<file path="config.mk">
export PLATFORM = sky130hd
export DESIGN_NAME = reorder_buffer
export DESIGN_NICKNAME = d
export VERILOG_FILES = /design/src/rtl/reorder_buffer.sv
export SDC_FILE = /design/constraint.sdc
export NUM_CORES = 2
export LEC_CHECK = 0
export CAP_MARGIN = 40
export CORE_MARGIN = 2
export CORE_UTILIZATION = 30
export CTS_BUF_LIST = sky130_fd_sc_hd__clkbuf_8
export DETAILED_ROUTE_END_ITERATION = 6
export HOLD_SLACK_MARGIN = 0.05
export PLACE_DENSITY_LB_ADDON = 0.1
export SLEW_MARGIN = 20
export SYNTH_ARGS = -nofsm -noshare
export SYNTH_HDL_FRONTEND = slang
export SYNTH_SLANG_ARGS = --single-unit
</file>
<file path="constraint.sdc">
create_clock -name clockIn -period 3.5 [get_ports clockIn]
set_clock_uncertainty 0.15 [all_clocks]
set_input_delay 0.525 -clock clockIn [delete_from_list [all_inputs] [get_ports clockIn]]
set_output_delay 0.525 -clock clockIn [all_outputs]
set_load 0.03 [all_outputs]
</file>
<file path="src/rtl/reorder_buffer.sv">
// reorder_buffer: circular buffer that captures RS/LSB results, retires in program order and flushes on mispredict.
// Optional ROB_BYPASS_EN: the dependency query also forwards same-cycle RS/LSB results.
module reorder_buffer #(
  parameter int ROB_WIDTH    = 4,
  parameter int ROB_OP_WIDTH = 2
) (
  input  logic                    clockIn,
  input  logic                    resetIn,
  input  logic                    robAddValid,
  input  logic [ROB_OP_WIDTH-1:0] robAddType,
  input  logic                    robAddReady,
  input  logic [31:0]             robAddValue,
  input  logic [4:0]              robAddDest,
  input  logic [31:0]             robAddAddr,
  input  logic                    robAddJump,
  input  logic                    rsUpdate,
  input  logic [ROB_WIDTH-1:0]    rsRobIndex,
  input  logic [31:0]             rsUpdateVal,
  input  logic                    lsbUpdate,
  input  logic [ROB_WIDTH-1:0]    lsbRobIndex,
  input  logic [31:0]             lsbUpdateVal,
  input  logic [ROB_WIDTH-1:0]    robRequest,
  output logic                    robFull,
  output logic [ROB_WIDTH-1:0]    robNext,
  output logic                    robReady,
  output logic [31:0]             robValue,
  output logic                    regCommitValid,
  output logic [4:0]              regCommitDest,
  output logic [ROB_WIDTH-1:0]    regCommitIndex,
  output logic [31:0]             regCommitValue,
  output logic                    lsbCommitValid,
  output logic [ROB_WIDTH-1:0]    lsbCommitIndex,
  output logic                    predictUpdateValid,
  output logic                    predictTaken,
  output logic [31:0]             predictAddr,
  output logic                    flushOut,
  output logic [31:0]             flushPc
);

  localparam int DEPTH = 1 << ROB_WIDTH;
  localparam logic [ROB_WIDTH:0] CAPACITY   = (ROB_WIDTH+1)'(DEPTH);
  localparam logic [ROB_WIDTH:0] FULL_LEVEL = (ROB_WIDTH+1)'(DEPTH - 2);
  localparam logic [ROB_OP_WIDTH-1:0] OP_REG    = ROB_OP_WIDTH'(0);
  localparam logic [ROB_OP_WIDTH-1:0] OP_BRANCH = ROB_OP_WIDTH'(1);
  localparam logic [ROB_OP_WIDTH-1:0] OP_STORE  = ROB_OP_WIDTH'(2);

  logic [ROB_WIDTH-1:0] headReg;
  logic [ROB_WIDTH-1:0] tailReg;
  logic [ROB_WIDTH:0]   countReg;
  logic [ROB_WIDTH:0]   countNext;

  logic [DEPTH-1:0]                   busyVec;
  logic [DEPTH-1:0]                   readyVec;
  logic [DEPTH-1:0]                   jumpVec;
  logic [DEPTH-1:0][ROB_OP_WIDTH-1:0] typeVec;
  logic [DEPTH-1:0][4:0]              destVec;
  logic [DEPTH-1:0][31:0]             valueVec;
  logic [DEPTH-1:0][31:0]             addrVec;

  logic                    addFire;
  logic                    rsFire;
  logic                    lsbFire;
  logic                    commitFire;
  logic                    mispredict;
  logic                    headTaken;
  logic [ROB_OP_WIDTH-1:0] headType;

  // The cycle in which flushOut is high belongs to the wrong path: its adds and results are dropped.
  assign addFire    = robAddValid && !flushOut && (countReg < CAPACITY);
  assign rsFire     = rsUpdate && !flushOut;
  assign lsbFire    = lsbUpdate && !flushOut;
  assign headType   = typeVec[headReg];
  assign headTaken  = (valueVec[headReg] != 32'd0);
  assign commitFire = !flushOut && busyVec[headReg] && readyVec[headReg];
  assign mispredict = commitFire && (headType == OP_BRANCH) && (headTaken != jumpVec[headReg]);

  always_comb begin
    countNext = countReg;
    case ({addFire, commitFire})
      2'b10:   countNext = countReg + (ROB_WIDTH+1)'(1);
      2'b01:   countNext = countReg - (ROB_WIDTH+1)'(1);
      default: countNext = countReg;
    endcase
  end

  always_ff @(posedge clockIn) begin
    if (resetIn || mispredict) begin
      headReg  <= '0;
      tailReg  <= '0;
      countReg <= '0;
    end else begin
      if (addFire)    tailReg <= tailReg + ROB_WIDTH'(1);
      if (commitFire) headReg <= headReg + ROB_WIDTH'(1);
      countReg <= countNext;
    end
  end

  for (genvar gi = 0; gi < DEPTH; gi++) begin : gEntry
    logic                    busyReg;
    logic                    readyReg;
    logic                    jumpReg;
    logic [ROB_OP_WIDTH-1:0] typeReg;
    logic [4:0]              destReg;
    logic [31:0]             valueReg;
    logic [31:0]             addrReg;
    logic                    rsHit;
    logic                    lsbHit;

    assign rsHit  = rsFire && (rsRobIndex == ROB_WIDTH'(gi)) && busyReg;
    assign lsbHit = lsbFire && (lsbRobIndex == ROB_WIDTH'(gi)) && busyReg;

    always_ff @(posedge clockIn) begin
      if (resetIn) begin
        busyReg  <= 1'b0;
        readyReg <= 1'b0;
        jumpReg  <= 1'b0;
        typeReg  <= '0;
        destReg  <= '0;
        valueReg <= '0;
        addrReg  <= '0;
      end else if (mispredict) begin
        busyReg  <= 1'b0;
        readyReg <= 1'b0;
      end else if (addFire && (tailReg == ROB_WIDTH'(gi))) begin
        busyReg  <= 1'b1;
        readyReg <= robAddReady;
        jumpReg  <= robAddJump;
        typeReg  <= robAddType;
        destReg  <= robAddDest;
        valueReg <= robAddValue;
        addrReg  <= robAddAddr;
      end else begin
        if (commitFire && (headReg == ROB_WIDTH'(gi))) busyReg <= 1'b0;
        // RS takes priority when both units report the same entry.
        if (rsHit) begin
          readyReg <= 1'b1;
          valueReg <= rsUpdateVal;
        end else if (lsbHit) begin
          readyReg <= 1'b1;
          valueReg <= lsbUpdateVal;
        end
      end
    end

    assign busyVec[gi]  = busyReg;
    assign readyVec[gi] = readyReg;
    assign jumpVec[gi]  = jumpReg;
    assign typeVec[gi]  = typeReg;
    assign destVec[gi]  = destReg;
    assign valueVec[gi] = valueReg;
    assign addrVec[gi]  = addrReg;
  end

  always_comb begin
    robReady = readyVec[robRequest];
    robValue = valueVec[robRequest];
`ifdef ROB_BYPASS_EN
    if (rsFire && (rsRobIndex == robRequest) && busyVec[robRequest]) begin
      robReady = 1'b1;
      robValue = rsUpdateVal;
    end else if (lsbFire && (lsbRobIndex == robRequest) && busyVec[robRequest]) begin
      robReady = 1'b1;
      robValue = lsbUpdateVal;
    end
`endif
  end

  assign robNext = tailReg;
  assign robFull = (countReg >= FULL_LEVEL);

  always_ff @(posedge clockIn) begin
    if (resetIn) begin
      regCommitValid     <= 1'b0;
      regCommitDest      <= '0;
      regCommitIndex     <= '0;
      regCommitValue     <= '0;
      lsbCommitValid     <= 1'b0;
      lsbCommitIndex     <= '0;
      predictUpdateValid <= 1'b0;
      predictTaken       <= 1'b0;
      predictAddr        <= '0;
      flushOut           <= 1'b0;
      flushPc            <= '0;
    end else begin
      regCommitValid     <= commitFire && (headType == OP_REG);
      lsbCommitValid     <= commitFire && (headType == OP_STORE);
      predictUpdateValid <= commitFire && (headType == OP_BRANCH);
      flushOut           <= mispredict;
      if (commitFire && (headType == OP_REG)) begin
        regCommitDest  <= destVec[headReg];
        regCommitIndex <= headReg;
        regCommitValue <= valueVec[headReg];
      end
      if (commitFire && (headType == OP_STORE)) lsbCommitIndex <= headReg;
      if (commitFire && (headType == OP_BRANCH)) begin
        predictTaken <= headTaken;
        predictAddr  <= addrVec[headReg];
      end
      if (mispredict) flushPc <= addrVec[headReg];
    end
  end

endmodule
</file>
Yosys cells after proc, flatten, opt, wreduce, memory -nomap -nowiden
Index checks and enable logic that the tools add are counted.
Widths: inputs -> output; s select.
{ "word_totals": {"output_inout_bits": 152, "inputBits": 154, "regBits": 1311} }
{ "classes": {"order_cmp": 4, "reduce_logical": 180, "n_mux": 147, "n_bitwise": 1, "n_addsub": 4, "n_eq_ne": 65} }
{ "op_table": {"columns": ["op", "count"], "rows": [
  ["$mux 32", 51],
  ["$bmux 32 s4", 3],
  ["$eq 4x4->1 const B", 32],
  ["$logic_and 1x1->1", 106],
  ["$mux 1", 84],
  ["$eq 4x3->1 const B", 16],
  ["$reduce_and 2->1", 32],
  ["$reduce_bool 3->1", 16],
  ["$reduce_bool 2->1", 17],
  ["$eq 4x2->1 const B", 8],
  ["$reduce_bool 32->1", 1],
  ["$bmux 5 s4", 1],
  ["$bmux 1 s4", 4],
  ["$eq 4x1->1 const B", 4],
  ["$logic_not 4->1", 4],
  ["$lt 4x5->1 const B", 2],
  ["$pmux 5 s2", 1],
  ["$add 4x1->4 const B", 2],
  ["$bmux 2 s4", 1],
  ["$add 5x1->5 const B", 1],
  ["$ge 5x4->1 const B", 1],
  ["$lt 5x5->1 const B", 1],
  ["$mux 5", 1],
  ["$sub 5x1->5 const B", 1],
  ["9 further kinds", 11]
]} }

Longest topological paths before layout
{ "depth": {"depth_word": 8, "mapped_depth": 19} }

Worst setup path after synthesis
Ideal clock, no wire load.
{ "synth_path": {"path_type": "register to register", "start": "register headReg[0]", "end": "register countReg[4]", "setup_slack_ps": -219, "arrival_time_ps": 3437, "stages_incl_launch_ff": 19, "setup_time_ps": 132, "path_cell_list": "dfxtp_1 -> buf_6 -> buf_6 -> buf_2 -> mux4_2 -> mux2i_1 -> nor2_1 -> ha_1 -> clkbuf_1 -> xor2_1 -> ha_1 -> a21oi_1 -> nor2b_1 -> o21ai_0 -> a21oi_1 -> nor2_1 -> nor2_1 -> xnor2_1 -> nor3_1"} }
{ "synth_via": {"elab_chain_len": 7} }
{ "synth_lines": {"columns": ["element", "line", "text"], "rows": [
  ["start: declaration", "47", "logic [ROB_WIDTH-1:0] headReg;"],
  ["start signal: assignment", "93", "if (commitFire) headReg <= headReg + ROB_WIDTH'(1);"],
  ["$bmux 1 s4", "74", "assign commitFire = !flushOut && busyVec[headReg] && readyVec[headReg];"],
  ["$mux 1 (not written as such)", "74", null],
  ["$logic_and 1x1->1", "74", null],
  ["$logic_and 1x1->1 *", "74", null],
  ["via commitFire", "63", "logic commitFire;"],
  ["branches (longest 3 deep; another with $pmux 5 s2)", null, null],
  ["end signal: assignment", "94", "countReg <= countNext;"],
  ["end: declaration", "49", "logic [ROB_WIDTH:0] countReg;"]
]} }
Mark *: on every way through the listed nets, which the timed path passes. The select of a mux whose other input is x is not followed.
A chain may end at the register's enable or synchronous reset.

Worst setup path after layout
{ "layout_path": {"start": "register headReg[0]", "end": "register gEntry[13].valueReg[13]"} }
{ "layout_via": {"elab_chain_len": 8} }
{ "layout_lines": {"columns": ["element", "line", "text"], "rows": [
  ["branches (longest 5 deep; another with $bmux 32 s4)", null, null],
  ["$logic_and 1x1->1 *", "75", "assign mispredict = commitFire && (headType == OP_BRANCH) && (headTaken != jumpVec[headReg]);"],
  ["$not 1->1 (no line) *", null, null],
  ["$reduce_and 2->1 (no line) *", null, null],
  ["end signal: assignment", "130", "valueReg <= robAddValue;"],
  ["end signal: assignment", "137", "valueReg <= rsUpdateVal;"],
  ["end signal: assignment", "140", "valueReg <= lsbUpdateVal;"],
  ["end: declaration", "104", "logic [31:0] valueReg;"]
]} }
Mark *: on every way between the ends. The select of a mux whose other input is x is not followed.

==> results.yml <==
grt:
  globalRouteMet3Util: 0.03731
  grt.overflow.total: 0
  grt_pass1_wl_um: 452300
  grt_util_overall: 0.2405
  top_usage_layer_grt: "met2"
  grt_use_met2: 0.3925
  met1_resource_use_gr: 0.3234
  grt_antenna_before_repair: 32
  first_global_vias: 59840
  grt_start_max_net_pins: 129
cts:
  clk_path_buf_depth: 4
  path_clk_slew_ns: 0.06
  clockRootBuffer: "sky130_fd_sc_hd__clkbuf_8"
  tritoncts: "done"
  num_cts_buffers: 284
  insertion_delay_ns: 1.04
  htree_levels: 5
  cts.sinks: 1311
routing:
  wl_um: 319700
  num_vias: 59780
  antenna_violating_nets_post_route: 0
  drt_iter0_markers: 4814
  viasPerCell: 5.376
  post-route-drc-count: 4
  post_dr_wirelength_cell_um: 28.74
  detail_route.first_pass.iterations: 7
logic_synthesis:
  synthesis.area_per_instance_sq_um: 10.46
  ys_types: 40
  synth-seq-cells: 1311
  yosys_warnings: 0
  number_of_enable_flip_flop_cells_after_synthesis: 0
  ys_dominant_reg_cell: "sky130_fd_sc_hd__dfxtp_1"
  post_syn_nets: 7405
  postSynth.asyncResetShare: 0
  postSynthCellCount: 7240
  synth-seq-area-share: 0.3467
  post_synth_instance_area_sq_um: 75700
worst_hold_path:
  worstHoldPathType: "in2reg"
  min_path_cells: 4
  hold-path-endpoint: "gEntry[0].addrReg[6]$_SDFFE_PP0P_"
  hold_start: "robAddAddr[6]"
setup_path:
  worst_path_cell_trace: "buf_4 > buf_16 > buf_12 > mux4_2 > a22oi_1 > nand2_2 > nor4_4 > buf_4 > nand4_1 > buf_4 > o211ai_1 > buf_6 > buf_12 > nand3_4 > buf_12 > clkbuf_16 > mux2i_1"
  worst_setup_path_end_kind: "register"
  slowest_delay_ns: 0.55
  crit_path_start_kind: "register"
  regToRegStartpoint: "headReg[0]$_SDFFE_PP0P_"
  required_ns: 4.24
  worst_r2r_path_depth: 17
  crit_type: "reg2reg"
  critical_path.max_fanout: 9
  critical_path_arrival_ns: 5.10
  critical_path.top_delay_family: "buffers and inverters"
  critPathLaunch: "headReg[0]$_SDFFE_PP0P_"
  timing.critical_path.depth: 17
  rrSetupSlack_ns: -0.86
  worstPathBufferInverterCount: 9
  rr_endpoint: "gEntry[13].valueReg[13]$_SDFFE_PP0P_"
  cp_slowest_cell: "sky130_fd_sc_hd__mux4_2"
power_and_ir_drop:
  netSwitchingPower_mw: 10.03
  power.share.switching: 0.2788
  internal_power_mw: 25.93
  power.leakage_nw: 41.09
  clkPwrFrac: 0.452
  power.share.sequential: 0.425
  comb_power_share: 0.124
  power.density_nw_per_um2: 384.0
  worst_ir_drop_vdd_v: 0.0003900
finish:
  fin_area_sq_um: 93630
  nFillCells: 24510
  multi_input_area_sq_um: 46740
  final_cells: 11120
  final_common_cell: "sky130_fd_sc_hd__mux2i_1"
  syn_to_final_growth_pct: 23.69
  final-seq-area_sq_um: 26260
  most-common-layout-cells: "sky130_fd_sc_hd__mux2i_1, sky130_fd_sc_hd__dfxtp_1, sky130_fd_sc_hd__nand2b_1, sky130_fd_sc_hd__nor2_1, sky130_fd_sc_hd__a211o_1"
  final_net_count: 7742
  post_route_cells_drive_above_1_share: 0.2131
timing:
  slew_viol_final: 0
  final_critical_path_setup_slack_ns: -0.8580
  fmax_ghz: 0.2295
  worst_slew_margin_rel: 0.4229
  finalHoldViolations: 0
  post-route-period-util: 1.245
  finalCriticalPeriod_ns: 4.358
  rsz_0062_raised_after_global_routing: "true"
  setup_viol_count_final: 1308
  fin_hold_ws_ns: 0.1713
  max_slew.worst_pin.slew_ns: 0.8630
job:
  cap_violations: 0
die:
  fp.dieH_um: 506.3
  floorplan.initialDensity: 0.3014
  io_pins: 306
  die-width_um: 506.3
  row_count: 184
  floorplan.core_area_sq_um: 251200
  dieArea_sq_um: 256400
placed_design:
  placed_cell_area_sq_um: 86540
  dp_cells: 10570
  buffer_ports.inserted: 305
  detailedPlacementHpwl_um: 199300
  gpl.final_weighted_congestion: 0.8324
outcome:
  violated_checks: "DRC, setup timing"
  run_status: "finished with violations"
[kinds of logic after synthesis]
logic type	count (synthesis)	synth area share
compound gates	722	0.07691
xor+xnor	12	0.001388
fa+ha+maj	11	0.001818
buf+inv	885	0.04912
flops	1311	0.3467
mux	2239	0.3779
simple gates	2060	0.1462
[metal layers]
metal / part of all wire / vias to the layer above
li1: - / 26790
met1: 0.45 / 30520
met2: 0.47 / 1920
met3: 0.053 / 549
met4: 0.035 / 8
met5: 0.00016 / -
[worst min-delay path: stages]
cell and delay, ns:
sky130_fd_sc_hd__clkdlybuf4s50_1 0.40, sky130_fd_sc_hd__nand2b_1 0.08, sky130_fd_sc_hd__buf_6 0.20, sky130_fd_sc_hd__mux2i_1 0.09
[synthesized netlist by cell type, types with 59 or more instances]
master / n / share of area
sky130_fd_sc_hd__mux2i_1: 1744 / 0.23
sky130_fd_sc_hd__clkbuf_1: 604 / 0.030
sky130_fd_sc_hd__nand2_1: 60 / 0.0030
sky130_fd_sc_hd__nand2b_1: 1196 / 0.099
sky130_fd_sc_hd__buf_2: 125 / 0.0083
sky130_fd_sc_hd__buf_1: 115 / 0.0057
sky130_fd_sc_hd__a22oi_1: 64 / 0.0063
sky130_fd_sc_hd__mux4_2: 495 / 0.15
sky130_fd_sc_hd__o21ai_0: 59 / 0.0039
sky130_fd_sc_hd__a211o_1: 512 / 0.059
sky130_fd_sc_hd__nand3_1: 91 / 0.0060
sky130_fd_sc_hd__nor2_1: 614 / 0.030
sky130_fd_sc_hd__dfxtp_1: 1311 / 0.35
[through the flow]
| stage | util | worst slack (ns) | setup TNS, ns | power, mW |
|---|---|---|---|---|
| 6_report | 0.3728 | -0.8580 | -898.23 | 35.96 |
| 5_1_grt | 0.3727 | -0.9096 | -960.82 | 37.32 |
| 4_1_cts | 0.3686 | -0.7748 | -813.03 | 36.36 |
| 3_5_place_dp | 0.3445 | -1.024 | -1048.37 | 19.84 |
| 3_3_place_gp | 0.3442 | -1.098 | -1117.61 | 19.80 |
| 2_1_floorplan | - | 0.003188 | 0 | 17.98 |
[cell type report]
cell class              instances  share of cell area
repair buffers                929              0.1189
flip-flops and latches       1311              0.2805
multi-input cells            5044              0.4992
inverters                       7           0.0002806
well taps                    3348             0.04474
diodes                         20           0.0005345
clock inverters               123            0.006000
clock buffers                 339             0.04983
[worst max-delay path by stage]
stage                                                      end  slack, ns
after global placement                 headReg[0]$_SDFFE_PP0P_      -1.10
final                     gEntry[13].valueReg[13]$_SDFFE_PP0P_      -0.86
after CTS                   gEntry[14].addrReg[5]$_SDFFE_PP0P_      -0.77
after detailed placement               headReg[0]$_SDFFE_PP0P_      -1.02
after floorplan             gEntry[12].addrReg[0]$_SDFFE_PP0P_      0.003
after global routing       gEntry[13].valueReg[4]$_SDFFE_PP0P_      -0.91
[power by group through the flow]
stage,combinational [mW],clock (mW),sequential [mW]
after floorplan,2.42,0,15.6
after global placement,4.21,0,15.6
after detailed placement,4.25,0,15.6
after CTS,4.37,16.7,15.3
after global routing,4.68,17.4,15.3
final,4.45,16.2,15.3
[timing repair]
item | in CTS | in global routing
setup endpoints to repair | 1311 | 1310
hold buffers | 1 | 0
gates resized for setup | 115 | 48
pin swaps | 12 | 23
buffers inserted | 11 | 33
endpoints found under the hold margin | 80 | 0
gates cloned | 7 | 17
[state kept, by name, indices dropped and copies added, names as in the netlist, 4 cells and up]
name and flops:
countReg 5, lsbCommitIndex 4, gEntry.typeReg 32, headReg 4
gEntry.readyReg 16, gEntry.destReg 80, flushPc 32, predictAddr 32
regCommitIndex 4, robNext 4, gEntry.valueReg 512, regCommitDest 5
regCommitValue 32, gEntry.busyReg 16, gEntry.addrReg 512, gEntry.jumpReg 16
Note: power is estimated with default switching activity, not from simulation.
